===== src/rtl/serial_add_sub_n.sv =====
// Bit-serial add/subtract unit: one result bit per cycle, LSB first, with an
// unsigned magnitude compare of the operands computed in the same pass.
module serial_add_sub_n #(
  parameter int WIDTH = 8
) (
  input  logic             clk,
  input  logic             reset_p,
  input  logic             start,
  input  logic             s,
  input  logic [WIDTH-1:0] a,
  input  logic [WIDTH-1:0] b,
  output logic             busy,
  output logic             done,
  output logic [WIDTH-1:0] sum,
  output logic             carry,
  output logic             overflow,
  output logic             equal,
  output logic             greater,
  output logic             less,
  output logic [1:0]       fsm_state
);

  localparam int CW = (WIDTH > 1) ? $clog2(WIDTH) : 1;

  typedef enum logic [1:0] {
    IDLE = 2'd0,
    RUN  = 2'd1,
    DONE = 2'd2
  } state_t;

  state_t           state;
  logic [WIDTH-1:0] a_q;
  logic [WIDTH-1:0] b_q;
  logic [WIDTH-1:0] part;
  logic             s_q;
  logic             c;
  logic             gt;
  logic             lt;
  logic [CW-1:0]    cnt;

  logic ai, bi, bit_r, c_n, gt_n, lt_n, last;

  always_comb begin
    ai    = a_q[cnt];
    bi    = b_q[cnt] ^ s_q;
    bit_r = ai ^ bi ^ c;
    c_n   = (ai & bi) | (ai & c) | (bi & c);
    // Later (more significant) differing bits overwrite earlier ones.
    gt_n  = (a_q[cnt] != b_q[cnt]) ?  a_q[cnt] : gt;
    lt_n  = (a_q[cnt] != b_q[cnt]) ? ~a_q[cnt] : lt;
    last  = (cnt == CW'(WIDTH - 1));
  end

  assign fsm_state = state;

  always_ff @(posedge clk) begin
    if (reset_p) begin
      state    <= IDLE;
      a_q      <= '0;
      b_q      <= '0;
      part     <= '0;
      s_q      <= 1'b0;
      c        <= 1'b0;
      gt       <= 1'b0;
      lt       <= 1'b0;
      cnt      <= '0;
      busy     <= 1'b0;
      done     <= 1'b0;
      sum      <= '0;
      carry    <= 1'b0;
      overflow <= 1'b0;
      equal    <= 1'b0;
      greater  <= 1'b0;
      less     <= 1'b0;
    end else begin
      case (state)
        IDLE: begin
          done <= 1'b0;
          if (start) begin
            a_q   <= a;
            b_q   <= b;
            s_q   <= s;
            c     <= s;
            cnt   <= '0;
            part  <= '0;
            gt    <= 1'b0;
            lt    <= 1'b0;
            busy  <= 1'b1;
            state <= RUN;
          end
        end
        RUN: begin
          c    <= c_n;
          part <= {bit_r, part[WIDTH-1:1]};
          gt   <= gt_n;
          lt   <= lt_n;
          cnt  <= cnt + CW'(1);
          if (last) begin
            // Visible results change only here, on entry to DONE.
            sum      <= {bit_r, part[WIDTH-1:1]};
            carry    <= c_n;
            overflow <= c ^ c_n;
            greater  <= gt_n;
            less     <= lt_n;
            equal    <= ~(gt_n | lt_n);
            done     <= 1'b1;
            state    <= DONE;
          end
        end
        DONE: begin
          done  <= 1'b0;
          busy  <= 1'b0;
          state <= IDLE;
        end
        default: begin
          done  <= 1'b0;
          busy  <= 1'b0;
          state <= IDLE;
        end
      endcase
    end
  end

endmodule

===== config.mk =====
export PLATFORM = sky130hd
export DESIGN_NAME = serial_add_sub_n
export DESIGN_NICKNAME = d
export VERILOG_FILES = /design/src/rtl/serial_add_sub_n.sv
export SDC_FILE = /design/constraint.sdc
export NUM_CORES = 1
export LEC_CHECK = 0
export CAP_MARGIN = 20
export CORE_ASPECT_RATIO = 0.5
export CORE_UTILIZATION = 45
export DETAILED_ROUTE_END_ITERATION = 12
export GPL_TIMING_DRIVEN = 0
export PLACE_DENSITY = 0.76
export SETUP_SLACK_MARGIN = 0.2
export SYNTH_ARGS = -nofsm -noshare
export SYNTH_HDL_FRONTEND = slang
export SYNTH_SLANG_ARGS = --single-unit
export TNS_END_PERCENT = 10

===== constraint.sdc =====
create_clock -name clk -period 2.8 [get_ports clk]
set_input_delay 0.56 -clock clk [delete_from_list [all_inputs] [get_ports clk]]
set_output_delay 0.56 -clock clk [all_outputs]
set_load 0.01 [all_outputs]

==> flow_metrics.py <==
metrics = {
    "worst_setup_path": {
        "crit_required_ns": 3.04,
        "crit_fanout": 5,
        "end_kind": "flip-flop",
        "worstSetupStartpointType": "flip-flop",
        "critPathKind": "flip-flop to flip-flop",
        "worstPathArrival_ns": 2.74,
    },
    "grt": {
        "grt_pass1_vias": 1270,
        "antenna_found_initial": 0,
        "grt_first_pass_wirelength_mm": 5.830,
        "grt_overflow": 0,
        "grt_max_degree": 14,
        "grt_usage_pct": 17.71,
    },
    "pwr": {
        "power_per_cell_area_nw_per_um2": 513.7,
        "ir_drop_uv": 287.5,
        "p_leak_uw": 0.0008408,
    },
    "hold_path": {
        "hp-class": "flip-flop to flip-flop",
    },
    "synth": {
        "yosys_warnings": 0,
        "postSynthAreaPerCell_um2": 8.952,
        "synth_area_um2": 1907,
        "syn_inst": 213,
        "synthMuxAreaShare_pct": 7.808,
        "synthSimpleGateAreaFrac_pct": 16.80,
        "synth-compound-area-share_pct": 18.04,
        "synth_fa_ha_area_share_pct": 2.362,
        "synth_top_family_by_area": "compound AO/OA/AOI/OAI gates",
        "synth_xor_xnor_area_share_pct": 1.378,
        "synth_seq_area_share_pct": 49.34,
        "syn_nets": 236,
        "ys_types": 34,
        "ys_seq_elements": 47,
    },
    "timing": {
        "rsz0062_at_grt": "no",
        "fmax_mhz": 400.9,
        "post-route-period-util_pct": 89.08,
        "setup_violations": 0,
        "min_period_ns": 2.494,
        "slew_headroom_pct": 65.88,
        "hold_viol_final": 0,
        "setup_slack_ns": 0.3058,
        "tightest_slew_ns": 0.5117,
        "setup_tns_ns": 0,
        "slew_violations": 0,
        "fin_skew_ns": 0.006224,
    },
    "place": {
        "io_buffers": 36,
        "dpl_cell_area_um2": 2335,
        "globalplace.congestion": 0.8173,
        "dp_slack_ns": 0.3184,
        "hpwl_mm": 2.768,
    },
    "clocking": {
        "postCtsHoldBufs": 0,
        "cts_htree_levels": 2,
        "cts_buffers": 5,
        "root_buffer": "clkbuf_8",
        "clock_latency_ns": 0.29,
        "post_cts_buffers": 0,
        "clock_sinks": 47,
        "cts_resized": 0,
        "cts_tree": "done",
        "clk_pin_slew_worst_paths_ns": 0.08,
        "clockBufferDepth": 2,
    },
    "drt": {
        "final_antenna_net_count": 0,
        "firstDrtPassIters": 4,
        "dr.first_iter.drc_count": 69,
        "wl_mm": 3.752,
        "num_vias": 1556,
        "avgRoutedWirePerCell_um": 12.06,
        "viasPerCell": 5.003,
        "route.detailed.drc": 0,
    },
    "floorplan": {
        "die_w_um": 94.06,
        "ios": 37,
        "coreArea_um2": 3984,
        "die_h_um": 48.03,
        "start_util_pct": 47.86,
        "fp-row-count": 16,
        "dieArea_um2": 4518,
    },
    "final_layout": {
        "fin_nets": 279,
        "drive_gt1_share_pct": 8.560,
        "postLayoutCoreUtil_pct": 60.84,
        "finalInstanceArea_um2": 2424,
        "syn_to_final_growth_pct": 27.10,
        "antennaDiodeCount": 0,
    },
    "flow_run": {
        "max_cap_violations": 0,
    },
    "outcome": {
        "run_status": "finished clean",
    },
}
-- Yosys cell counts --
library cell	instances	area [um2]
buf_2	1	5.000
a221oi_1	1	8.760
mux2i_1	1	10.01
mux2_4	1	15.01
ha_1	2	25.02
o21ai_1	2	10.01
o21ai_2	1	8.760
buf_6	1	11.26
a22oi_2	1	12.51
buf_1	1	3.750
mux2_2	1	11.26
xnor2_1	3	26.28
inv_1	2	7.510
mux4_2	4	90.09
or4_1	1	7.510
clkbuf_1	12	45.04
nor2b_1	1	6.260
o21ai_0	1	5.000
and2_1	2	12.51
clkinv_4	1	8.760
a211oi_2	2	25.02
o21bai_2	1	11.26
o21a_1	1	7.510
nand3b_1	1	7.510
a211oi_1	2	15.01
a21oi_1	31	155.2
a22oi_1	9	67.56
nand2b_1	2	12.51
fa_1	1	20.02
dfxtp_1	47	940.9
nor2_1	19	71.32
mux2i_4	1	22.52
a311oi_1	2	17.52
nand2_1	54	202.7
-- power breakdown --
group | internal (uW) | switching, uW | total [uW]
Sequential | 690 | 14.6 | 705
Combinational | 77.4 | 80.6 | 158
Clock | 175 | 207 | 382
-- worst max-delay path, cell delays in order, from the launching register on --
cell and delay (ns):
dfxtp_1 0.37, buf_6 0.15, mux4_2 0.54, mux2_2 0.34, xnor2_1 0.17, fa_1 0.45
a221oi_1 0.27, o21a_1 0.15
-- layout by cell type, fill, tap and decap left out, types with 4 or more instances in the layout --
cell,Yosys,final
dfxtp_1,47,47
clkbuf_1,12,14
clkdlybuf4s50_1,0,36
nand2_1,54,54
a22oi_1,9,9
a21oi_1,31,31
clkbuf_8,0,5
nor2_1,19,19
mux4_2,4,4
-- layer usage --
metal  up-vias  share of wire, %  track usage (%)
met2        30                47            30.22
met5         -                 0                0
li1        813                 -                -
met1       711                48            22.76
met3         2               4.3            5.714
met4         0              0.32            3.692
-- metrics by stage --
step	total power (uW)	cells	hold WS [ns]
2_1_floorplan	818.0	213	0.4316
3_3_place_gp	872.2	303	0.4416
3_5_place_dp	876.1	303	0.4477
4_1_cts	1252	311	0.4585
5_1_grt	1307	311	0.4737
6_report	1245	311	0.4576
-- cells by family (layout without fill, tap and decap cells) --
group | after synthesis | in the layout
AND/OR/NAND/NOR | 80 | 80
AO/OA/AOI/OAI | 54 | 54
flip-flops | 47 | 47
buffers and inverters | 18 | 62
multiplexers | 8 | 8
adder cells (fa/ha/maj) | 3 | 3
XOR/XNOR | 3 | 3
-- flip-flops by register name (all words and copies together), names as in the netlist, 2 cells and up --
| signal | flops |
|---|---|
| fsm_state | 2 |
| sum | 8 |
| a_q | 8 |
| cnt | 3 |
| b_q | 8 |
| part | 7 |
-- path summary, 6_finish.rpt --
path,to,cells past startpoint,slack (ns),startpoint
setup reg to reg,c$_SDFFE_PP0P_,7,0.31,cnt[0]$_SDFFE_PP0P_
hold / removal,b_q[2]$_SDFFE_PP0P_,2,0.46,b_q[2]$_SDFFE_PP0P_
hold reg to reg,b_q[2]$_SDFFE_PP0P_,2,0.46,b_q[2]$_SDFFE_PP0P_
setup / recovery,c$_SDFFE_PP0P_,7,0.31,cnt[0]$_SDFFE_PP0P_
-- final cells by class --
type | instances | area [um2]
fill | 333 | 1560
sequential | 47 | 940.9
multi-input combinational | 148 | 892.1
timing repair buffer | 36 | 360.3
clock buffer | 7 | 76.32
tap | 54 | 67.56
buffer | 15 | 65.06
inverter | 3 | 16.27
clock inverter | 1 | 5.005
Power figures use the tool's default switching activity.
